==> src/rtl/oscope_pkg.sv <==
// Purpose : shared types and frame geometry for the serial-ADC loopback responder.
// Latency : n/a (declarations only).
// Backpressure: n/a.
package oscope_pkg;

   typedef enum logic [1:0] {
      IDLE  = 2'd0,
      ARMED = 2'd1,
      SHIFT = 2'd2,
      DONE  = 2'd3
   } adc_tx_state_t;

   localparam int ADC_DATA_W    = 12;
   localparam int ADC_PAD_HI    = 2;
   localparam int ADC_PAD_LO    = 2;
   localparam int ADC_FRAME_LEN = ADC_PAD_HI + ADC_DATA_W + ADC_PAD_LO;

endpackage

==> src/rtl/adc_frame_tx_if.sv <==
// Purpose : groups the ADC link pins, sample input and status outputs of adc_frame_tx.
// Latency : n/a (wires only).
// Backpressure: none; the capture side paces the link, sample_valid is a bare strobe.
// Ports   : master = stimulus side (drives conv/clk/sample), slave = responder.
interface adc_frame_tx_if
   import oscope_pkg::*;
#(
   parameter int DATA_W = ADC_DATA_W
);
   logic              adc_conv;
   logic              adc_clk;
   logic              sample_valid;
   logic [DATA_W-1:0] sample_data;
   logic              adc_data;
   logic              busy;
   logic              frame_done;
   logic              frame_abort;
   logic              stale;
   logic [15:0]       frame_count;

   modport master (
      output adc_conv, adc_clk, sample_valid, sample_data,
      input  adc_data, busy, frame_done, frame_abort, stale, frame_count
   );

   modport slave (
      input  adc_conv, adc_clk, sample_valid, sample_data,
      output adc_data, busy, frame_done, frame_abort, stale, frame_count
   );
endinterface

==> src/rtl/sync_edge.sv <==
// Purpose : STAGES-deep synchronizer for an asynchronous pin plus rise/fall detect.
// Latency : level valid STAGES cycles after the pin; rise/fall are combinational on that level.
// Backpressure: none.
// Ports   : clk/rst_n, din (async pin), level (synchronized), rise/fall (1-cycle pulses).
module sync_edge #(
   parameter int STAGES = 2
) (
   input  logic clk,
   input  logic rst_n,
   input  logic din,
   output logic level,
   output logic rise,
   output logic fall
);
   logic [STAGES-1:0] sync_q, sync_d;
   logic              prev_q, prev_d;

   always_comb begin
      // shift the pin in at bit 0; the cast drops the oldest bit
      sync_d = STAGES'({sync_q, din});
      prev_d = sync_q[STAGES-1];
   end

   always_ff @(posedge clk or negedge rst_n) begin
      if (!rst_n) begin
         sync_q <= '0;
         prev_q <= 1'b0;
      end else begin
         sync_q <= sync_d;
         prev_q <= prev_d;
      end
   end

   assign level = sync_q[STAGES-1];
   assign rise  = sync_q[STAGES-1] & ~prev_q;
   assign fall  = ~sync_q[STAGES-1] & prev_q;
endmodule

==> src/rtl/adc_frame_tx.sv <==
// Purpose : emulates a serial ADC: shifts {PAD_HI zeros, sample, PAD_LO zeros} out MSB first per conversion.
// Latency : adc_data responds SYNC_STAGES+1 osc_clk cycles after an adc_conv/adc_clk pin edge.
// Backpressure: none; the capture side paces frames via adc_conv/adc_clk, sample_valid always accepted.
// Ports   : osc_clk, reset (async active-low), bus (adc_frame_tx_if.slave: link pins, sample, status).
module adc_frame_tx
   import oscope_pkg::*;
#(
   parameter int DATA_W      = ADC_DATA_W,
   parameter int PAD_HI      = ADC_PAD_HI,
   parameter int PAD_LO      = ADC_PAD_LO,
   parameter int SYNC_STAGES = 2
) (
   input  logic           osc_clk,
   input  logic           reset,
   adc_frame_tx_if.slave  bus
);
   localparam int FRAME_LEN = PAD_HI + DATA_W + PAD_LO;
   localparam logic [4:0] LAST_BIT = 5'(FRAME_LEN - 1);

   logic conv_level, conv_rise, conv_fall;
   logic clk_level_unused, clk_rise, clk_fall_unused;

   sync_edge #(.STAGES(SYNC_STAGES)) u_conv_sync (
      .clk   (osc_clk),
      .rst_n (reset),
      .din   (bus.adc_conv),
      .level (conv_level),
      .rise  (conv_rise),
      .fall  (conv_fall)
   );

   sync_edge #(.STAGES(SYNC_STAGES)) u_clk_sync (
      .clk   (osc_clk),
      .rst_n (reset),
      .din   (bus.adc_clk),
      .level (clk_level_unused),
      .rise  (clk_rise),
      .fall  (clk_fall_unused)
   );

   adc_tx_state_t        state_q, state_d;
   logic [DATA_W-1:0]    hold_q, hold_d;
   logic                 fresh_q, fresh_d;
   logic [FRAME_LEN-1:0] shreg_q, shreg_d;
   logic [4:0]           bit_cnt_q, bit_cnt_d;
   logic [15:0]          frame_count_q, frame_count_d;
   logic                 done_q, done_d;
   logic                 abort_q, abort_d;
   logic                 stale_q, stale_d;
   logic [FRAME_LEN-1:0] frame_w;
   logic                 last_edge;

   always_comb begin
      frame_w   = FRAME_LEN'(hold_q) << PAD_LO;
      last_edge = clk_rise && (bit_cnt_q == LAST_BIT);

      state_d       = state_q;
      hold_d        = hold_q;
      fresh_d       = fresh_q;
      shreg_d       = shreg_q;
      bit_cnt_d     = bit_cnt_q;
      frame_count_d = frame_count_q;
      done_d        = 1'b0;
      abort_d       = 1'b0;
      stale_d       = stale_q;

      // adc_data is shreg_q's MSB, so the register is zero outside SHIFT
      case (state_q)
         IDLE: begin
            // only a high conv level arms; a conv-low start after reset never fires
            if (conv_level) state_d = ARMED;
         end
         ARMED: begin
            if (conv_fall) begin
               state_d   = SHIFT;
               shreg_d   = frame_w;
               bit_cnt_d = '0;
               stale_d   = !fresh_q;
               fresh_d   = 1'b0;
            end
         end
         SHIFT: begin
            // the clock edge takes priority over a coincident conv_rise
            if (last_edge) begin
               shreg_d       = '0;
               bit_cnt_d     = bit_cnt_q + 5'd1;
               done_d        = 1'b1;
               frame_count_d = frame_count_q + 16'd1;
               state_d       = conv_rise ? ARMED : DONE;
            end else if (conv_rise) begin
               shreg_d = '0;
               abort_d = 1'b1;
               state_d = ARMED;
            end else if (clk_rise) begin
               shreg_d   = shreg_q << 1;
               bit_cnt_d = bit_cnt_q + 5'd1;
            end
         end
         DONE: begin
            if (conv_rise) state_d = ARMED;
         end
         default: state_d = IDLE;
      endcase

      // a sample in the load cycle misses this frame but marks the next one fresh
      if (bus.sample_valid) begin
         hold_d  = bus.sample_data;
         fresh_d = 1'b1;
      end
   end

   always_ff @(posedge osc_clk or negedge reset) begin
      if (!reset) begin
         state_q       <= IDLE;
         hold_q        <= '0;
         fresh_q       <= 1'b0;
         shreg_q       <= '0;
         bit_cnt_q     <= '0;
         frame_count_q <= '0;
         done_q        <= 1'b0;
         abort_q       <= 1'b0;
         stale_q       <= 1'b0;
      end else begin
         state_q       <= state_d;
         hold_q        <= hold_d;
         fresh_q       <= fresh_d;
         shreg_q       <= shreg_d;
         bit_cnt_q     <= bit_cnt_d;
         frame_count_q <= frame_count_d;
         done_q        <= done_d;
         abort_q       <= abort_d;
         stale_q       <= stale_d;
      end
   end

   assign bus.adc_data    = shreg_q[FRAME_LEN-1];
   assign bus.busy        = (state_q == SHIFT);
   assign bus.frame_done  = done_q;
   assign bus.frame_abort = abort_q;
   assign bus.stale       = stale_q;
   assign bus.frame_count = frame_count_q;
endmodule

==> src/flat_wrapper.sv <==
// flat-port wrapper written by rule: the top's interface ports become plain ports
module adc_frame_tx_flat import oscope_pkg::*;
#(
   parameter int DATA_W      = ADC_DATA_W,
   parameter int PAD_HI      = ADC_PAD_HI,
   parameter int PAD_LO      = ADC_PAD_LO,
   parameter int SYNC_STAGES = 2
)
  (osc_clk, reset, bus_adc_conv, bus_adc_clk, bus_sample_valid, bus_sample_data, bus_adc_data, bus_busy, bus_frame_done, bus_frame_abort, bus_stale, bus_frame_count);
  adc_frame_tx_if #(.DATA_W(DATA_W)) bus_i ();
  input  logic osc_clk;
  input  logic reset;
  input wire logic [$bits(bus_i.adc_conv)-1:0] bus_adc_conv;
  input wire logic [$bits(bus_i.adc_clk)-1:0] bus_adc_clk;
  input wire logic [$bits(bus_i.sample_valid)-1:0] bus_sample_valid;
  input wire logic [$bits(bus_i.sample_data)-1:0] bus_sample_data;
  output wire logic [$bits(bus_i.adc_data)-1:0] bus_adc_data;
  output wire logic [$bits(bus_i.busy)-1:0] bus_busy;
  output wire logic [$bits(bus_i.frame_done)-1:0] bus_frame_done;
  output wire logic [$bits(bus_i.frame_abort)-1:0] bus_frame_abort;
  output wire logic [$bits(bus_i.stale)-1:0] bus_stale;
  output wire logic [$bits(bus_i.frame_count)-1:0] bus_frame_count;
  assign bus_i.adc_conv = bus_adc_conv;
  assign bus_i.adc_clk = bus_adc_clk;
  assign bus_i.sample_valid = bus_sample_valid;
  assign bus_i.sample_data = bus_sample_data;
  assign bus_adc_data = bus_i.adc_data;
  assign bus_busy = bus_i.busy;
  assign bus_frame_done = bus_i.frame_done;
  assign bus_frame_abort = bus_i.frame_abort;
  assign bus_stale = bus_i.stale;
  assign bus_frame_count = bus_i.frame_count;
  adc_frame_tx #(.DATA_W(DATA_W), .PAD_HI(PAD_HI), .PAD_LO(PAD_LO), .SYNC_STAGES(SYNC_STAGES)) u_core (.osc_clk(osc_clk), .reset(reset), .bus(bus_i));
endmodule
==> config.mk <==
export PLATFORM = sky130hd
export DESIGN_NAME = adc_frame_tx_flat
export DESIGN_NICKNAME = d
export VERILOG_FILES = /design/src/rtl/oscope_pkg.sv /design/src/rtl/adc_frame_tx_if.sv /design/src/rtl/sync_edge.sv /design/src/rtl/adc_frame_tx.sv /design/src/flat_wrapper.sv
export SDC_FILE = /design/constraint.sdc
export NUM_CORES = 1
export LEC_CHECK = 0
export ABC_AREA = 1
export CAP_MARGIN = 20
export CORE_UTILIZATION = 59
export CTS_CLUSTER_DIAMETER = 120
export CTS_CLUSTER_SIZE = 25
export DETAILED_ROUTE_END_ITERATION = 10
export PLACE_DENSITY_LB_ADDON = 0.08
export SYNTH_ARGS = -nofsm -noshare
export SYNTH_HDL_FRONTEND = slang
export SYNTH_SLANG_ARGS = --single-unit
==> constraint.sdc <==
create_clock -name osc_clk -period 3.9 [get_ports osc_clk]
set_input_delay 0.585 -clock osc_clk [delete_from_list [all_inputs] [get_ports osc_clk]]
set_output_delay 0.585 -clock osc_clk [all_outputs]
set_load 0.1 [all_outputs]
# Word-level counts from Yosys, hierarchy flattened

Index checks and enable logic that the tools add are counted.

$add $sub $neg: 2
Equal/unequal tests: 9
Multiplexer cells: 24
Bitwise operators: 6
Reduce and logical (&&, ||, !) cells: 12

Operator list:

| kind                                                                     | number |
|---|---|
| 16-bit 2-to-1 mux                                                        | 4 |
| 16-bit case mux with 2 select lines                                      | 1 |
| 5-bit 2-to-1 mux                                                         | 4 |
| 16-bit by 1-bit adder with 16-bit output (second input constant)         | 1 |
| 2-bit 2-to-1 mux                                                         | 5 |
| 5-bit case mux with 2 select lines                                       | 1 |
| 1-bit 2-to-1 mux                                                         | 8 |
| 2-bit case mux with 4 select lines                                       | 1 |
| 2-bit AND reduction                                                      | 4 |
| 2-bit nonzero test                                                       | 3 |
| 5-bit by 1-bit adder with 5-bit output (second input constant)           | 1 |
| 5-bit by 4-bit == test with 1-bit output (second input constant)         | 1 |
| 2-bit == test (second input constant)                                    | 2 |
| 4-bit by 1-bit inequality test with 1-bit output (second input constant) | 1 |
| 4-bit AND reduction                                                      | 1 |
| 1-bit bitwise AND                                                        | 3 |
| 3-bit by 1-bit inequality test with 1-bit output (second input constant) | 1 |
| 3-bit inequality test (second input constant)                            | 1 |
| 1-bit inverter                                                           | 3 |
| 3-bit AND reduction                                                      | 1 |
| 2-bit by 1-bit == test with 1-bit output (second input constant)         | 1 |
| 2-bit logical NOT                                                        | 1 |
| 2-bit by 1-bit inequality test with 1-bit output (second input constant) | 1 |
| 2-bit inequality test (second input constant)                            | 1 |
| other kinds (2)                                                          | 2 |

Bits in registers: 61
Output and inout bits: 21
Logic and storage cells: 66

# Depth between registers and ports, before layout

Gate-level depths: netlist (run 1).

Depth in word-level cells: 6
Depth in mapped cells: 12
Mapped depth without buffers: 11

# Hierarchy

From an unflattened synthesis (run 1), not the netlist that was laid out.

Cells, all modules: 314
Area total of the unflattened synthesis: 2796.4 um2

By module, submodules not included:

| module       | instances | cells an instance | area an instance (um2) | sequential area each (um2) |
|---|---|---|---|---|
| adc_frame_tx | 1         | 300               | 2616.3                 | 1326.3 |
| sync_edge    | 2         | 7                 | 90.1                   | 75.1 |

# Worst setup path before layout (run 1)

No wires, ideal clock.

Path type: flip-flop to flip-flop
Start point: register u_core.state_q[0]
End point: register u_core.frame_count_q[13], in the netlist u_core.bus.frame_count[13]
Setup time: 0.126 ns
Arrival: 2.189 ns
Path slack: 1.585 ns
Cell stages (with the launch flop): 9
Clock period less this slack: 2.315 ns
Path through: dfrtp_1 inv_1 ha_1 buf_4 nand4_4 nor2_8 nand2_2 o21ai_1 nand2_1

Word-level cells in the longest chain between the ends: 2

RTL lines:

| what                                 | line                | source |
|---|---|---|
| start: declaration                   | adc_frame_tx.sv:41  | `adc_tx_state_t state_q, state_d;` |
| start signal: assignment             | adc_frame_tx.sv:124 | `state_q <= state_d;` |
| 2-bit == test                        | --                  |  |
| net bus_busy                         | flat_wrapper.sv:18  | `output wire logic [$bits(bus_i.busy)-1:0] bus_busy;` |
| 2-bit AND reduction (no source line) | --                  |  |
| end signal: assignment               | adc_frame_tx.sv:129 | `frame_count_q <= frame_count_d;` |
| end: declaration                     | adc_frame_tx.sv:46  | `logic [15:0] frame_count_q, frame_count_d;` |

The timed path passes the listed nets, and every way through them passes these cells.
A chain may end at the register's enable or synchronous reset.

# Worst setup path in the final report (run 1)

Start point: register u_core.frame_count_q[9], in the netlist u_core.bus.frame_count[9]
End point: output bus_frame_count[9]

RTL lines:

| what             | line               | source |
|---|---|---|
| end: declaration | flat_wrapper.sv:22 | `output wire logic [$bits(bus_i.frame_count)-1:0] bus_frame_count;` |

No word-level cell between the ends.

==> results of run 1 <==
[how the worst max path moves through the flow]
stage / endpoint / cells after the start
2_1_floorplan: u_core.bus.frame_count[13] / 8
3_3_place_gp: bus_frame_count[9] / 1
3_5_place_dp: bus_frame_count[9] / 1
4_1_cts: bus_frame_count[9] / 1
5_1_grt: bus_frame_count[9] / 1
6_report: bus_frame_count[9] / 1
[flip-flops by register name, summed over array words and instances (netlist names)]
name and count:
u_core.bus.frame_count 16, u_core.u_clk_sync.sync_q 2, u_core.state_q 2, u_core.bus.stale 1, u_core.fresh_q 1, u_core.u_conv_sync.sync_q 2, u_core.bus.frame_abort 1, u_core.shreg_q 14
u_core.u_conv_sync.prev_q 1, u_core.bit_cnt_q 5, u_core.hold_q 12, u_core.bus.frame_done 1, u_core.u_clk_sync.prev_q 1
[routing by layer]
layer / share of wire [%] / GRT usage [%]
met2: 49 / 40.1
met4: 1.9 / 13.1
met3: 3.2 / 4.50
met1: 46 / 28.4
met5: 0 / 0
[worst register-to-register path, stage by stage (launching register included)]
cell	delay, ps
dfrtp_1	410
inv_1	150
ha_1	490
inv_2	270
nor2_8	250
nand2_2	100
nor2_2	130
xor2_1	160
[logic make-up after synthesis]
logic type      count (synthesis)
simple gates                  220
flops                          59
buf+inv                        36
compound gates                 15
xor+xnor                        9
fa+ha+maj                       8
[area by class of cell]
class	instances	area share, %
Sequential cell	59	42.8
Multi-Input combinational cell	252	35.8
Timing Repair Buffer	38	10.7
Clock buffer	13	4.60
Inverter	29	3.15
Tap cell	54	1.96
Clock inverter	2	1.02
[stage by stage]
step           util (%)  setup slack (ps)  instances  area (sq um)
2_1_floorplan         -              1590        347          2870
3_3_place_gp       69.4              1690        432          3260
3_5_place_dp       69.4              1680        432          3260
4_1_cts            73.5              1320        447          3450
5_1_grt            73.5              1280        447          3450
6_report           73.5              1320        447          3450
[power by group]
part           internal [uW]  total (uW)  switching, uW
Clock                    326         545            219
Sequential               712         770           57.7
Combinational            187         641            454
[cells in the final DEF, fill, tap and decap left out, drive strengths merged]
master,synthesis,routed
buf,5,3
xnor2,4,4
nand2,169,169
ha,8,8
nand4,7,7
clkdlybuf4s50,0,35
inv,29,29
clkinv,0,1
xor2,5,5
o21ai,14,14
bufinv,0,1
or2,3,3
o31ai,1,1
dfrtp,59,59
nand3,17,17
nand3b,2,2
nor2,22,22
clkbuf,2,13
==> flow_summary.toml, run 1 <==
[status]
status = "finished, final reports clean"

[floorplan]
row_count = 25
die-height_um = 71.8
die_w_um = 71.8
start_util_pct = 61.2
num_io_pins = 38
design.core.area_sq_um = 4690
die_area_sq_um = 5150

[clocking]
clk_pin_slew_ps = 60
cts-buffers-inserted = 9
cts-resized-gates = 0
clock_latency_ps = 330
htreeDepth = 3
postCtsSetupRepairBufs = 0
cts_tree = "done"
clockBufferDepth = 2
cts_sinks = 59
hold_buffers = 0
clockRootBuffer = "clkbuf_8"

[placement]
gp_congestion = 0.837
io_buffers = 37
place_hpwl_um = 3700

[critical_path]
cp.required_ps = 3310
path_buf_inv = 1
r2r_cells = 7
crit_family = "buffers and inverters"
end_kind = "primary output"
slowest_delay_ps = 1180
crit_type = "reg2out"
start_kind = "flop"
crit_path_max_fanout = 7
arrival_ps = 1990
r2r-start = "u_core.state_q[0]"
r2r_slack_ps = 1870
slowest_stage = "clkdlybuf4s50_1"
crit_path_cell_trace = "clkdlybuf4s50_1"
startpoint = "u_core.bus.frame_count[9]"
regToRegEndpoint = "u_core.bus.frame_count[8]"

[timing]
max-slew-margin-rel_pct = 34.4
finalSetupViolCount = 0
fin_hold_ws_ps = 301
fmax_mhz = 388
worst_pin_slew_ps = 980
finalSetupTns_ps = 0
finalHoldViolations = 0
slew_viol_final = 0
skew_ps = 6.06
layout_min_cycle_time_ps = 2580
rsz0062_at_grt = "false"
fin_crit_sh_pct = 66.1

[route]
wl_per_cell_um = 11.8
dr.pass1.iters = 4
vias_per_cell = 5.06
drc = 0
postRouteAntennaNets = 0
drt-initial-drc-count = 97
vias = 2264
routed_wl_um = 5270

[layout]
area_growth_pct = 20.1
seq_area_sq_um = 1480
n_fill_cell = 370
drive_gt1_share_pct = 9.16
antenna_cells = 0
multi_input_area_sq_um = 1230
fin_nets = 414

[synthesis]
synth_xor_area_share_pct = 2.74
synth_most_common_cell = "nand2_1"
async_reset_ff_share_pct = 100
synth_top_area_cell = "dfrtp_1"
synthCells = 347
synth_adder_area_share_pct = 3.48
yosysSeqAreaShare_pct = 51.4
synthTopCellsByCount = "165 x nand2_1, 59 x dfrtp_1, 26 x inv_1, 16 x nand3_1, 15 x nor2_1"
avgSynthCellArea_sq_um = 8.28
synth.net_count = 372
synth_compound_area_share_pct = 2.70
ys.flop_type = "dfrtp_1"
synth_mux_area_share_pct = 0
synthSimpleGateAreaFrac_pct = 34.0
yosys_warnings = 0
synth_top_family_by_area = "simple AND/OR/NAND/NOR gates"
synth_area_leaders = "dfrtp_1 51%, nand2_1 22%, ha_1 3.5%"
synthDistinctLibCells = 26
synth_area_sq_um = 2870
synth_top_area_share_pct = 51.4
synth_edf_count = 0
ys_ff_latch = 59

[global_route]
grt_pass1_vias = 2173
grt_overflow_total = 0
grt_pass1_wl_um = 9290
grt_max_degree = 33
antenna_found_initial = 0
track_usage_pct = 23.6

[min_path]
hold_path_class = "in2async"

[pwr]
p_per_area_nw_per_um2 = 567
leakagePower_uw = 0.00180
total_power_uw = 1960
irDropWorstVdd_v = 0.000333

[run]
maxCapViolCount = 0
(Power assumes the default switching activity.)
==> run 2: changes to the inputs <==
--- a/config.mk
+++ b/config.mk
@@ -7,7 +7,7 @@
 export LEC_CHECK = 0
 export ABC_AREA = 1
 export CAP_MARGIN = 20
-export CORE_UTILIZATION = 59
+export CORE_UTILIZATION = 55
 export CTS_CLUSTER_DIAMETER = 120
 export CTS_CLUSTER_SIZE = 25
 export DETAILED_ROUTE_END_ITERATION = 10
==> constraint.sdc (replaced) <==
create_clock -name osc_clk -period 2.5 [get_ports osc_clk]
set_input_delay 0.375 -clock osc_clk [delete_from_list [all_inputs] [get_ports osc_clk]]
set_output_delay 0.375 -clock osc_clk [all_outputs]
set_load 0.1 [all_outputs]
==> run 2 against run 1 <==
Flip-flop and latch count unchanged. Die area up 7.1%. Setup slack worse by 840 ps. Design area down 0.33%. Critical path type unchanged. First-iteration DRC count up 55%. Non-clock buffer count stayed put. Register-to-register slack got worse by 1400 ps.
==> flow_summary.toml, run 2 (same netlist as run 1, synthesis figures left out) <==
[status]
status = "finished, final reports clean"

[placement]
gp_congestion = 0.810
pre_cts_ws_ps = 480
io_buffers = 37
place_hpwl_um = 3830

[critical_path]
startpoint = "u_core.state_q[0]"
r2r_cells = 7
r2r-start = "u_core.state_q[0]"
cp.required_ps = 2120
crit_path_cell_trace = "inv_1 -> ha_1 -> buf_12"
crit_type = "reg2out"
slowest_stage = "ha_1"
regToRegEndpoint = "u_core.bus.frame_count[8]"
endpoint = "bus_busy"
slowest_delay_ps = 510
start_kind = "flop"
crit_path_max_fanout = 10
r2r_slack_ps = 480
end_kind = "primary output"
arrival_ps = 1640

[layout]
area_growth_pct = 19.7
drive_gt1_share_pct = 14.5
fin_nets = 414
largest_reg_flops = 16
layout_commonest_cell = "nand2_1"
final_cell_mix = "165 x nand2_1, 59 x dfrtp_1, 26 x inv_1"
antenna_cells = 0

[clocking]
htreeDepth = 3
cts-resized-gates = 0
cts_sinks = 59
postCtsSetupRepairBufs = 0
clock_latency_ps = 340
hold_buffers = 0
cts-buffers-inserted = 9
clockRootBuffer = "clkbuf_8"
clk_pin_slew_ps = 70
cts_tree = "done"
clockBufferDepth = 2

[timing]
layout_setup_ws_ps = 481
finalSetupTns_ps = 0
fin_crit_sh_pct = 80.7
skew_ps = 10.8
rsz0062_at_grt = "false"
max-slew-margin-rel_pct = 54.1
slew_viol_final = 0
layout_min_cycle_time_ps = 2020
finalHoldViolations = 0
finalSetupViolCount = 0
fmax_mhz = 495
worst_pin_slew_ps = 689

[pwr]
power.internal_uw = 1890
leakagePower_uw = 0.00185
p_switching_uw = 1150
p_clk_share_pct = 27.3
comb_power_share_pct = 33.1
p_per_area_nw_per_um2 = 884
irDropWorstVdd_v = 0.000669
power_frac_seq_pct = 39.6
swShare_pct = 37.9

[run]
maxCapViolCount = 0

[global_route]
grt_overflow_total = 0
grt_max_degree = 32
grt_pass1_vias = 2066
grt_pass1_wl_um = 9110
track_usage_pct = 22.2
antenna_found_initial = 0

[floorplan]
start_util_pct = 58.9
die_area_sq_um = 5520
die-height_um = 74.3
row_count = 25
design.core.area_sq_um = 4880
num_io_pins = 38
die_w_um = 74.3

[route]
wl_per_cell_um = 11.7
postRouteAntennaNets = 0
routed_wl_um = 5410
drc = 0
vias_per_cell = 4.95
drt-initial-drc-count = 150
vias = 2284
dr.pass1.iters = 4

[min_path]
hold_path_class = "in2async"
[run 2: cell types whose count changed in the layout (fill, tap and decap cells not counted)]
cell,delta
clkdlybuf4s50_1,-20
buf_4,+18
buf_12,+2
clkbuf_8,+2
bufinv_16,-1
[run 2: final cells by class]
class | count | area [sq um]
flip-flops and latches | 59 | 1480
inverters | 29 | 109
multi-input cells | 252 | 1230
clock inverters | 1 | 5.00
repair buffers | 38 | 345
fillers | 400 | 1440
well taps | 67 | 83.8
clock buffers | 15 | 186
[run 2: how the worst min path moves through the flow]
stage / cells past startpoint / slack, ps / to
after detailed placement: 0 / 340 / u_core.u_conv_sync.sync_q[1]
after global placement: 0 / 330 / u_core.u_conv_sync.sync_q[1]
after floorplan: 0 / 80 / u_core.bit_cnt_q[0]
final: 1 / 80 / u_core.bit_cnt_q[1]
after global routing: 1 / 110 / u_core.u_clk_sync.prev_q
after CTS: 1 / 90 / u_core.bit_cnt_q[1]
[run 2: power by group through the flow]
stage	registers, uW	clock network [uW]	logic [uW]
CTS	1200	841	1020
floorplan	1260	0	795
global route	1220	886	1130
finish	1200	830	1010
detailed placement	1210	0	1020
global placement	1220	0	991
[run 2: critical path: cells and delay by family, from the launching register on]
kind,cells,cell delay [ps]
buffers and inverters,2,380
adders and majority gates,1,510
DFF,1,420
[run 2: routing by layer]
metal  global-route usage [%]  part of all wire (%)  vias up
met4                     8.18                   1.3        0
met1                     28.1                    46     1073
li1                         -                     -     1157
met3                     6.91                   3.3        8
met5                        0                     0        -
met2                     36.1                    49       46
[run 2: stage by stage]
stage / cells / total power (uW) / utilization [%] / instance area [sq um] / hold WS, ps
6_report: 461 / 3040 / 70.5 / 3440 / 75.4
5_1_grt: 461 / 3240 / 70.5 / 3440 / 109
4_1_cts: 461 / 3060 / 70.5 / 3440 / 87.1
3_5_place_dp: 445 / 2230 / 66.6 / 3250 / 336
3_3_place_gp: 445 / 2210 / 66.6 / 3250 / 333
2_1_floorplan: 347 / 2060 / - / 2870 / 79.4
